**src/rtl/shift_engine_pkg.sv**
```systemverilog
// Shared types for the shift engine: op codes and FSM states.
// Also holds small op-classification helpers used by the top.
package shift_engine_pkg;

  typedef enum logic [2:0] {
    OP_HOLD = 3'd0,
    OP_SHL  = 3'd1,
    OP_SHR  = 3'd2,
    OP_LOAD = 3'd3,
    OP_ROL  = 3'd4,
    OP_ROR  = 3'd5,
    OP_ASR  = 3'd6,
    OP_RSV  = 3'd7
  } op_t;

  typedef enum logic {
    ST_IDLE  = 1'b0,
    ST_SHIFT = 1'b1
  } state_t;

  function automatic logic is_shift(op_t o);
    return (o == OP_SHL) || (o == OP_SHR) ||
           (o == OP_ROL) || (o == OP_ROR) ||
           (o == OP_ASR);
  endfunction

  function automatic logic is_left(op_t o);
    return (o == OP_SHL) || (o == OP_ROL);
  endfunction

endpackage

```
**src/rtl/shift_engine_step.sv**
```systemverilog
// One combinational shift step: (op, data, ser_in) -> nxt.
// Ports: op, data[WIDTH], ser_in in; nxt[WIDTH] out.
module shift_engine_step
  import shift_engine_pkg::*;
#(
  parameter int WIDTH = 8
) (
  input  op_t              op,
  input  logic [WIDTH-1:0] data,
  input  logic             ser_in,
  output logic [WIDTH-1:0] nxt
);

  always_comb begin
    nxt = data;
    case (op)
      OP_SHL: nxt = {data[WIDTH-2:0], ser_in};
      OP_SHR: nxt = {ser_in, data[WIDTH-1:1]};
      OP_ROL: nxt = {data[WIDTH-2:0], data[WIDTH-1]};
      OP_ROR: nxt = {data[0], data[WIDTH-1:1]};
      OP_ASR: nxt = {data[WIDTH-1], data[WIDTH-1:1]};
      default: nxt = data;
    endcase
  end

endmodule

```
**src/rtl/shift_engine.sv**
```systemverilog
// Multi-step shift register engine with start/busy/done handshake.
// Ports: clk, rstn, clr, op, start, amount, par_in, ser_in in;
//        par_out, ser_out, busy, done out.
module shift_engine
  import shift_engine_pkg::*;
#(
  parameter int WIDTH = 8,
  parameter int CNT_W = $clog2(WIDTH+1)
) (
  input  logic             clk,
  input  logic             rstn,
  input  logic             clr,
  input  op_t              op,
  input  logic             start,
  input  logic [CNT_W-1:0] amount,
  input  logic [WIDTH-1:0] par_in,
  input  logic             ser_in,
  output logic [WIDTH-1:0] par_out,
  output logic             ser_out,
  output logic             busy,
  output logic             done
);

  state_t           state, state_n;
  logic [CNT_W-1:0] cnt, cnt_n;
  op_t              op_q, op_n;
  logic             left, left_n;
  logic [WIDTH-1:0] data, data_n;
  logic             done_n;
  logic [WIDTH-1:0] step_data;
  logic [CNT_W-1:0] sat_amt;

  localparam logic [CNT_W-1:0] MAX_AMT = CNT_W'(WIDTH);
  localparam logic [CNT_W-1:0] ONE     = CNT_W'(1);

  shift_engine_step #(
    .WIDTH(WIDTH)
  ) u_step (
    .op    (op_q),
    .data  (data),
    .ser_in(ser_in),
    .nxt   (step_data)
  );

  assign sat_amt = (amount > MAX_AMT) ? MAX_AMT : amount;

  always_ff @(posedge clk or negedge rstn) begin
    if (!rstn) begin
      state <= ST_IDLE;
      cnt   <= '0;
      op_q  <= OP_HOLD;
      left  <= 1'b0;
      data  <= '0;
      done  <= 1'b0;
    end else begin
      state <= state_n;
      cnt   <= cnt_n;
      op_q  <= op_n;
      left  <= left_n;
      data  <= data_n;
      done  <= done_n;
    end
  end

  always_comb begin
    state_n = state;
    cnt_n   = cnt;
    op_n    = op_q;
    left_n  = left;
    data_n  = data;
    done_n  = 1'b0;
    if (clr) begin
      // abort silently: no done pulse
      state_n = ST_IDLE;
      cnt_n   = '0;
      data_n  = '0;
    end else begin
      case (state)
        ST_IDLE: begin
          if (start) begin
            if (op == OP_LOAD) begin
              data_n = par_in;
              done_n = 1'b1;
            end else if (!is_shift(op) ||
                         amount == '0) begin
              done_n = 1'b1;
            end else begin
              state_n = ST_SHIFT;
              cnt_n   = sat_amt;
              op_n    = op;
              left_n  = is_left(op);
            end
          end
        end
        ST_SHIFT: begin
          data_n = step_data;
          cnt_n  = cnt - ONE;
          if (cnt == ONE) begin
            state_n = ST_IDLE;
            done_n  = 1'b1;
          end
        end
        default: state_n = ST_IDLE;
      endcase
    end
  end

  assign par_out = data;
  assign busy    = (state == ST_SHIFT);
  assign ser_out = left ? data[WIDTH-1] : data[0];

endmodule

```
**config.mk**
```make
export PLATFORM = sky130hd
export DESIGN_NAME = shift_engine
export DESIGN_NICKNAME = d
export VERILOG_FILES = /design/src/rtl/shift_engine_pkg.sv /design/src/rtl/shift_engine_step.sv /design/src/rtl/shift_engine.sv
export SDC_FILE = /design/constraint.sdc
export NUM_CORES = 1
export LEC_CHECK = 0
export CORE_ASPECT_RATIO = 0.7
export CORE_MARGIN = 4
export CORE_UTILIZATION = 50
export DETAILED_ROUTE_END_ITERATION = 6
export PLACE_DENSITY = 0.76
export SYNTH_ARGS = -nofsm -noshare
export SYNTH_HDL_FRONTEND = slang
export SYNTH_HIERARCHICAL = 1
export SYNTH_SLANG_ARGS = --single-unit
export TNS_END_PERCENT = 50
```
**constraint.sdc**
```tcl
create_clock -name clk -period 2.5 [get_ports clk]
set_clock_uncertainty 0.1 [all_clocks]
set_input_delay 0.5 -clock clk [delete_from_list [all_inputs] [get_ports clk]]
set_output_delay 0.5 -clock clk [all_outputs]
set_load 0.02 [all_outputs]
```
Word level (Yosys, flattened, before mapping)
Cells that the tools add are included.
{"block": "classes", "muxes": 24, "eq_ne": 19, "magnitude_cmp": 1, "n_bitwise": 4, "add_sub_neg": 1, "n_reduce_logical": 12}
{"operator": "8-bit one-hot mux with 5 select lines", "count": 1}
{"operator": "8-bit two-way mux", "count": 3}
{"operator": "4-bit two-way mux", "count": 5}
{"operator": "3-bit == test, second input constant", "count": 6}
{"operator": "8-bit one-hot mux with 2 select lines", "count": 1}
{"operator": "3-bit inequality test, second input constant", "count": 5}
{"operator": "1-bit two-way mux", "count": 11}
{"operator": "3-bit by 2-bit == test with 1-bit output, second input constant", "count": 3}
{"operator": "4-bit one-hot mux with 2 select lines", "count": 1}
{"operator": "7-bit by 2-bit inequality test with 1-bit output, second input constant", "count": 1}
{"operator": "3-bit by 1-bit == test with 1-bit output, second input constant", "count": 2}
{"operator": "1-bit logical OR", "count": 6}
{"operator": "6-bit by 2-bit inequality test with 1-bit output, second input constant", "count": 1}
{"operator": "3-bit AND reduction", "count": 2}
{"operator": "5-bit AND reduction", "count": 1}
{"operator": "4-bit by 1-bit == test with 1-bit output, second input constant", "count": 1}
{"operator": "4-bit greater-than comparator, second input constant", "count": 1}
{"operator": "4-bit zero test", "count": 1}
{"operator": "1-bit inverter", "count": 4}
{"operator": "1-bit one-hot mux with 2 select lines", "count": 2}
{"operator": "4-bit AND reduction", "count": 1}
{"operator": "4-bit by 1-bit subtractor with 4-bit output, second input constant", "count": 1}
{"operator": "1-bit zero test", "count": 1}
{"block": "word_totals", "out_inout_bits": 11, "in_bits": 20, "ff_bits": 18}

Depth between registers and ports, before layout
Gate-level depths: netlist (run 1).
{"block": "depth", "depth_word": 12, "ltp_mapped": 8, "mapped_depth_nobuf": 6}

Hierarchy
The synthesis (run 1) kept the hierarchy.
{"module": "shift_engine", "area_per_inst_um2": 1073.5, "instances": 1, "cells_each": 96}
{"module": "shift_engine_step", "area_per_inst_um2": 427.9, "instances": 1, "cells_each": 47}

Worst setup path before layout (run 1)
No wires, ideal clock.
{"block": "synth_path", "path_kind": "input -> register", "from": "in op[1]", "to": "reg left", "path_buffers": 2, "arrival_time_ps": 1763, "setup_slack_ps": 512, "stages": 5, "setup_ps": 125, "t_required_ps": 2275, "cell_sequence": "buf_4 and2_4 buf_6 or4b_4 mux2_4"}
{"block": "synth_between", "elab_chain_len": 9, "elab_cells_between_ends": 16}
{"element": "start, declared", "line": "shift_engine.sv:13", "text": "input op_t op,"}
{"element": "3-bit by 1-bit == test with 1-bit output / 3-bit by 2-bit == test with 1-bit output (equally long branches)", "line": "shift_engine_pkg.sv:22, shift_engine_pkg.sv:28"}
{"element": "1-bit logical OR (2 in series)", "line": "shift_engine_pkg.sv:22", "text": "return (o == OP_SHL) || (o == OP_SHR) ||"}
{"element": "1-bit logical OR (2 in series)", "line": "shift_engine_pkg.sv:23", "text": "(o == OP_ROL) || (o == OP_ROR) ||"}
{"element": "1-bit zero test", "line": "shift_engine.sv:84", "text": "end else if (!is_shift(op) ||"}
{"element": "1-bit logical OR", "line": "shift_engine.sv:84"}
{"element": "1-bit inverter (no source line)"}
{"element": "5-bit AND reduction (no source line)"}
{"element": "end signal, assigned", "line": "shift_engine.sv:59", "text": "left <= left_n;"}
{"element": "end, declared", "line": "shift_engine.sv:27", "text": "logic left, left_n;"}
Several ways; a longest one is shown, not always the timed one.
A chain may end at the register's enable or synchronous reset.

Worst setup path after layout (run 1)
{"block": "layout_path", "from": "reg data[0] (netlist: par_out[0])", "to": "out ser_out"}
{"block": "layout_between", "elab_chain_len": 1}
{"element": "start, declared", "line": "shift_engine.sv:28", "text": "logic [WIDTH-1:0] data, data_n;"}
{"element": "start signal, assigned", "line": "shift_engine.sv:60", "text": "data <= data_n;"}
{"element": "1-bit two-way mux", "line": "shift_engine.sv:110", "text": "assign ser_out = left ? data[WIDTH-1] : data[0];"}
{"element": "end, declared", "line": "shift_engine.sv:19", "text": "output logic ser_out,"}
Every way passes these cells.

==> metrics.md, run 1 <==
| Metric | Value |
|---|---|
| Result of the run | `finished clean` |
| Maximum count of clock buffers along a single path | `2` |
| P_int | `0.792 mW` |
| Critical path type | `flop to output port` |
| Maximum clock frequency | `452 MHz` |
| GPL Wtd Cong | `0.812` |
| Most frequent cell after synthesis | `sky130_fd_sc_hd__nor2_1` |
| Share of async-settable or async-resettable flops after synthesis | `100%` |
| Setup repair bufs after CTS | `0` |
| Largest vdd supply drop | `332 uV` |
| Reg2Reg Capture Point | `par_out[5]` |
| Number of resized instances in the post-cts repair step | `0` |
| Portion of the clock cycle consumed by the worst path in the final layout | `88.5%` |
| Switching fraction of total power | `34.3%` |
| Antenna diode count | `0` |
| Drt via density | `5.90` |
| Clock-pin slew reported for the worst setup and hold paths after clock tree synthesis | `60 ps` |
| Final Hold Fails | `0` |
| Max-Cap Viols | `0` |
| Remaining antenna violation count | `0` |
| Core area | `2840 um2` |
| Cells on worst reg2reg path | `7` |
| Total wire length | `3.55 mm` |
| Netlist cell types | `41` |
| Number of global-route vias before repair | `1176` |
| Yosys synthesis warning count | `6` |
| Number of DRC markers after the initial detailed-route iteration | `103` |
| Max H-tree Level | `1` |
| Number of optimization iterations in the first detailed-route pass | `4` |
| Relative max-transition margin | `61.8%` |
| Net Switching | `0.414 mW` |
| RSZ-0062 raised after global routing | `false` |
| Synthesized instance count | `143` |
| Proportion of layout cells with a drive suffix above 1 | `23.5%` |
| Number of clock sinks | `18` |
| Fillers | `231` |
| Register share of total power | `33.4%` |
| Setup TNS | `0 ps` |
| Post-synth net total | `165` |
| CP startpoint | `par_out[0]` |
| Aggregate global-route resource usage | `20.4%` |
| Vias | `1268` |
| Leak | `0.821 nW` |
| Area added between synthesis and finish | `26.8%` |
| Post-synth EDFFs | `0` |
| Total clock buffers created by CTS | `3` |
| Commonest register cell after synthesis | `sky130_fd_sc_hd__dfrtp_1` |
| Reg-to-reg slack, setup | `510 ps` |
| Std cell rows | `16` |
| Required @ worst endpoint | `1900 ps` |
| Clock Root Buffer | `sky130_fd_sc_hd__clkbuf_8` |
| Clock power frac | `20.0%` |
| Boundary Pins | `31` |
| Category of the worst setup path launch point | `flop` |
| Routed length per placed instance | `16.5 um` |
| Largest fanout on the critical path | `8` |
| Half-perimeter wire length of the detailed placement result | `2.59 mm` |
| Critical path endpoint | `ser_out` |
| Worst hold path class | `flop to flop` |
| Wire length of the first global-routing pass | `5.86 mm` |
| Total Die Area | `3960 um2` |
| Top cell types by occurrence after synthesis | `sky130_fd_sc_hd__nor2_1 (26), sky130_fd_sc_hd__dfrtp_1 (18), sky130_fd_sc_hd__mux2i_1 (13), sky130_fd_sc_hd__mux2_2 (10), sky130_fd_sc_hd__inv_1 (8)` |
| Reg-to-reg critical path startpoint | `op_q[2]` |
| Net total in the final layout | `202` |
| Final setup violation count | `0` |
| Pin count of the biggest net entering global routing | `19` |
| Tightest Pin Transition | `558 ps` |
| CTS hold repair buffers | `0` |
| I/O Buffers | `30` |
| Syn_area_per_cell | `10.5 um2` |
| Power per cell area | `634 nW/um2` |
| Cell types occupying the most area after synthesis | `sky130_fd_sc_hd__dfrtp_1 (30%), sky130_fd_sc_hd__mux4_1 (8.8%), sky130_fd_sc_hd__mux2i_1 (8.7%)` |
| Width of the die | `73.5 um` |
| Sequential area share after synthesis | `30.0%` |
| Final Core Density | `67.0%` |
| Clock network latency to the later pin of the worst-skew pair | `260 ps` |
| Library cell occupying the most area in the post-synthesis netlist | `sky130_fd_sc_hd__dfrtp_1` |
| Overflow left after global routing | `0` |
| Die extent in y | `53.8 um` |
| CTS tree | `done` |
| Setup crit end kind | `output port` |
| Starting density of the core | `52.8%` |
| Share of the synthesized area in the top cell type | `30.0%` |
| Number of antenna violations at the first check in global routing | `0` |
| Final Max Tran Viols | `0` |
| DRC violations left | `0` |
| Mapped cell area | `1500 um2` |
| Critical Path AT | `1610 ps` |
| Final critical delay including setup and external delays | `2210 ps` |
| Comb pwr share | `46.5%` |
| Number of flip-flops and latches in the synthesized netlist | `18` |
-- final cells by class --
type / instances / area (um2) / area share, %
inverters: 9 / 33.8 / 1.77
clock buffers: 4 / 55.1 / 2.89
flip-flops and latches: 18 / 450 / 23.7
multi-input cells: 107 / 937 / 49.2
well taps: 36 / 45.0 / 2.37
repair buffers: 41 / 383 / 20.1
-- worst max-delay path: stages, from the launching register on --
cell,delay [ps]
sky130_fd_sc_hd__dfrtp_1,540
sky130_fd_sc_hd__mux2_2,220
sky130_fd_sc_hd__clkdlybuf4s50_1,600
-- routing by layer --
layer  part of all wire, %  track usage [%]  up-vias  wire length [um]
met5                     0                0        -                 0
met4                   1.7             8.73        0                62
met3                   8.8             6.34       10               312
met2                    44             29.0       61              1550
met1                    46             28.6      599              1630
li1                      -                -      598                 -
-- worst min path at each step --
stage                     startpoint  endpoint  slack, ps  cells after the start
final                           left      left        440                      1
after global routing            left      left        450                      1
after CTS                       left      left        440                      1
after detailed placement        left      left        410                      1
after global placement        cnt[0]    cnt[0]        420                      1
after floorplan                 rstn      busy        100                      0
-- state kept, by name, indices dropped and copies added, names as in the netlist --
register and cells:
busy 1, cnt 4, done 1, left 1, op_q 3, par_out 8
-- power groups by stage --
| stage | clock [mW] | sequential [mW] | combinational, mW |
|---|---|---|---|
| 4_1_cts | 0.250 | 0.402 | 0.561 |
| 5_1_grt | 0.265 | 0.410 | 0.616 |
| 3_5_place_dp | 0 | 0.406 | 0.557 |
| 2_1_floorplan | 0 | 0.413 | 0.394 |
| 6_report | 0.242 | 0.403 | 0.561 |
| 3_3_place_gp | 0 | 0.403 | 0.544 |
-- kinds of logic after synthesis --
family | share of synthesized area [%]
AO/OA/AOI/OAI | 11.8
AND/OR/NAND/NOR | 15.3
flip-flops | 30.0
buffers and inverters | 7.58
adder cells (fa/ha/maj) | 1.67
XOR/XNOR | 1.75
multiplexers | 31.9
-- cells in the final DEF, fill, tap and decap left out, types with 2 or more instances in the layout --
master,count
sky130_fd_sc_hd__o31ai_1,4
sky130_fd_sc_hd__mux4_1,5
sky130_fd_sc_hd__nor2_1,26
sky130_fd_sc_hd__a21oi_1,6
sky130_fd_sc_hd__a221oi_1,2
sky130_fd_sc_hd__clkdlybuf4s50_1,30
sky130_fd_sc_hd__dfrtp_1,18
sky130_fd_sc_hd__nand2_1,2
sky130_fd_sc_hd__mux4_2,2
sky130_fd_sc_hd__a31oi_1,4
sky130_fd_sc_hd__inv_1,8
sky130_fd_sc_hd__a2111oi_0,2
sky130_fd_sc_hd__xnor2_1,2
sky130_fd_sc_hd__mux2_2,10
sky130_fd_sc_hd__mux2_4,4
sky130_fd_sc_hd__and2b_2,4
sky130_fd_sc_hd__nor3_1,2
sky130_fd_sc_hd__buf_4,11
sky130_fd_sc_hd__clkbuf_8,4
sky130_fd_sc_hd__ha_1,2
sky130_fd_sc_hd__mux2i_1,13
-- metrics by stage --
step                      std cells  setup slack (ps)  total power, mW  cell area (um2)  hold slack, ps
final                           215               287             1.21             1900             445
after global routing            215               220             1.29             1900             454
after CTS                       215               278             1.21             1900             439
after detailed placement        211               155            0.962             1850             413
after global placement          211               195            0.947             1850             420
after floorplan                 143               512            0.806             1500             104
No activity file was read; power rests on OpenSTA's default activity.
==> run 2: changes to the inputs <==
--- a/config.mk
+++ b/config.mk
@@ -5,11 +5,11 @@
 export SDC_FILE = /design/constraint.sdc
 export NUM_CORES = 1
 export LEC_CHECK = 0
-export CORE_ASPECT_RATIO = 0.7
+export CORE_ASPECT_RATIO = 1.2
 export CORE_MARGIN = 4
 export CORE_UTILIZATION = 50
 export DETAILED_ROUTE_END_ITERATION = 6
-export PLACE_DENSITY = 0.76
+export PLACE_DENSITY_LB_ADDON = 0.15
 export SYNTH_ARGS = -nofsm -noshare
 export SYNTH_HDL_FRONTEND = slang
 export SYNTH_HIERARCHICAL = 1
==> run 2 against run 1 <==
Compared with the run above: sequential power is 6.0% higher; clock power is 26% lower; global-route usage is 1.8 points lower; sequential cell count stayed put; via count is 2.1% lower; clock-buffer cell count stayed put; critical path type is now flop to flop; worst hold slack worse by 18 ps; final cell count is 1.9% lower; non-clock buffer count is 2 lower; highest routed layer unchanged; setup slack worse by 47 ps.
==> metrics.md, run 2 (synthesis gave the netlist of run 1 again) <==
| Metric | Value |
|---|---|
| Result of the run | `finished clean` |
| Std cell rows | `21 (+5)` |
| Most congested layer reported by global routing | `met2` |
| Final Max Tran Viols | `0 (unchanged)` |
| Register share of total power | `38.1% (+4.7 points)` |
| CTS tree | `done` |
| Proportion of layout cells with a drive suffix above 1 | `22.6% (-0.86 points)` |
| Cell repeated most along the worst path | `sky130_fd_sc_hd__nor2_1` |
| Met2 global-route usage | `34.3% (+5.4 points)` |
| Half-perimeter wire length of the detailed placement result | `2.60 mm (+0.72%)` |
| Clock Root Buffer | `sky130_fd_sc_hd__clkbuf_4` |
| Number of global-route vias before repair | `1215 (+3.3%)` |
| Global routing usage on met3 | `2.83% (-3.5 points)` |
| Critical Path AT | `2340 ps (+730 ps)` |
| Sequence of cells on the critical path | `and2b_2 > nor2_1 > mux4_1 > mux2i_1 > nor2_1 > mux2_2` |
| Largest vdd supply drop | `298 uV (-10%)` |
| Maximum clock frequency | `442 MHz (-2.1%)` |
| CTS hold repair buffers | `0 (unchanged)` |
| Pin count of the biggest net entering global routing | `21 (+2)` |
| Cell area after layout | `1870 um2 (-1.9%)` |
| Worst hold path class | `input pin to async pin` |
| Final setup violation count | `0 (unchanged)` |
| Leak | `0.803 nW (-2.1%)` |
| Vias | `1242 (-2.1%)` |
| Critical path's slowest cell | `sky130_fd_sc_hd__dfrtp_1` |
| Setup TNS | `0 ps (unchanged)` |
| Category of the worst setup path launch point | `flop` |
| Placement Cell Area | `1830 um2 (-0.95%)` |
| P_int | `0.730 mW (-7.9%)` |
| Total clock buffers created by CTS | `3 (unchanged)` |
| Maximum count of clock buffers along a single path | `2 (unchanged)` |
| Crit path largest cell delay | `780 ps (+180 ps)` |
| Net total in the final layout | `200 (-0.99%)` |
| Cell count after placement | `207 (-1.9%)` |
| Switching fraction of total power | `34.9% (+0.57 points)` |
| Setup repair bufs after CTS | `0 (unchanged)` |
| Final Hold Fails | `0 (unchanged)` |
| Final critical delay including setup and external delays | `2260 ps (+47.1 ps)` |
| Largest fanout on the critical path | `20 (+12)` |
| Highest-count cells in the layout ignoring fill and taps | `sky130_fd_sc_hd__clkdlybuf4s50_1 (30), sky130_fd_sc_hd__nor2_1 (26), sky130_fd_sc_hd__dfrtp_1 (18), sky130_fd_sc_hd__mux2i_1 (13), sky130_fd_sc_hd__mux2_2 (10)` |
| GPL Wtd Cong | `0.870 (+7.1%)` |
| Die extent in y | `68.0 um (+26%)` |
| Total wire length | `3.36 mm (-5.6%)` |
| Number of DRC markers after the initial detailed-route iteration | `43 (-58%)` |
| GRT met1 Usage | `21.0% (-7.6 points)` |
| Worst slack at placement | `179 ps (+23.2 ps)` |
| Non-filler instance count after layout | `211 (-1.9%)` |
| Cells on worst reg2reg path | `6 (-1)` |
| Remaining antenna violation count | `0 (unchanged)` |
| Boundary Pins | `31 (unchanged)` |
| Critical path type | `flop to flop` |
| Net Switching | `0.391 mW (-5.5%)` |
| Area added between synthesis and finish | `24.4%` |
| Worst setup margin | `240 ps (-47.1 ps)` |
| Wire length of the first global-routing pass | `5.59 mm (-4.6%)` |
| Clock-pin slew reported for the worst setup and hold paths after clock tree synthesis | `100 ps (+40 ps)` |
| Required @ worst endpoint | `2580 ps (+680 ps)` |
| Antenna diode count | `0 (unchanged)` |
| RSZ-0062 raised after global routing | `false` |
| Clock power frac | `15.9% (-4.1 points)` |
| Portion of the clock cycle consumed by the worst path in the final layout | `90.4% (+1.9 points)` |
| Number of clock sinks | `18 (unchanged)` |
| Number of optimization iterations in the first detailed-route pass | `4 (unchanged)` |
| Worst Hold Slack | `427 ps (-17.8 ps)` |
| Aggregate global-route resource usage | `18.6% (-1.8 points)` |
| Tightest Pin Transition | `661 ps (+103 ps)` |
| Width of the die | `58.0 um (-21%)` |
| Max-Cap Viols | `0 (unchanged)` |
| Drt via density | `5.89 (-0.19%)` |
| Number of resized instances in the post-cts repair step | `0 (unchanged)` |
| Power per cell area | `600 nW/um2 (-5.2%)` |
| Starting density of the core | `52.9% (+0.093 points)` |
| Total Die Area | `3950 um2 (-0.25%)` |
| Number of antenna violations at the first check in global routing | `0 (unchanged)` |
| Comb pwr share | `46.0% (-0.5 points)` |
| Overflow left after global routing | `0 (unchanged)` |
| DRC violations left | `0 (unchanged)` |
| Max H-tree Level | `1 (unchanged)` |
| Routed length per placed instance | `15.9 um (-3.8%)` |
| Relative max-transition margin | `55.9% (-5.9 points)` |
| Core area | `2840 um2 (-0.18%)` |
| Most common cell after layout, fill and taps aside | `sky130_fd_sc_hd__clkdlybuf4s50_1` |
| Setup crit end kind | `flop` |
| Number of flip-flops under the largest register name | `8 (unchanged)` |
| Clock network latency to the later pin of the worst-skew pair | `290 ps (+30 ps)` |
| I/O Buffers | `30 (unchanged)` |
-- run 2: changes by cell type in the layout (fill, tap and decap cells not counted), sizes merged --
| cell | delta |
|---|---|
| buf | -2 |
-- run 2: power by group through the flow --
stage               Sequential [mW]  Clock, mW  Combinational [mW]
detailed placement            0.434          0               0.517
global route                  0.441      0.195               0.562
CTS                           0.429      0.187               0.519
global placement              0.429          0               0.504
floorplan                     0.413          0               0.394
finish                        0.427      0.179               0.516
-- run 2: layout make-up --
cell class                      count  area (um2)
Clock buffer                        4        36.3
Fill cell                         231         970
Inverter                            9        33.8
Multi-Input combinational cell    107         937
Sequential cell                    18         450
Tap cell                           34        42.5
Timing Repair Buffer               39         368
-- run 2: through the flow --
| stage | util (%) | power, mW |
|---|---|---|
| global route | 65.8 | 1.20 |
| detailed placement | 64.6 | 0.951 |
| floorplan | - | 0.806 |
| global placement | 64.6 | 0.934 |
| CTS | 65.8 | 1.13 |
| finish | 65.8 | 1.12 |
-- run 2: critical path, delay by kind of cell, from the launching register on --
kind | cells | cell delay (ps)
muxes | 3 | 900
DFF | 1 | 780
and+or+nand+nor | 3 | 370
-- run 2: worst paths after layout --
| check | from | endpoint | slack, ps |
|---|---|---|---|
| worst max register to register | op_q[2] | par_out[5] | 240 |
| worst min register to register | cnt[0] | cnt[0] | 450 |
| worst max-delay path | op_q[2] | par_out[5] | 240 |
| worst min-delay path | rstn | par_out[0] | 430 |
| min in group clk | cnt[0] | cnt[0] | 450 |
| max in group asynchronous | rstn | par_out[4] | 1680 |
-- run 2: routing by layer --
layer | vias up | wire length [um] | share of wire (%)
met5 | - | 0 | 0
met4 | 0 | 42 | 1.3
met3 | 4 | 183 | 5.5
met2 | 34 | 1820 | 54
met1 | 607 | 1310 | 39
li1 | 597 | - | -
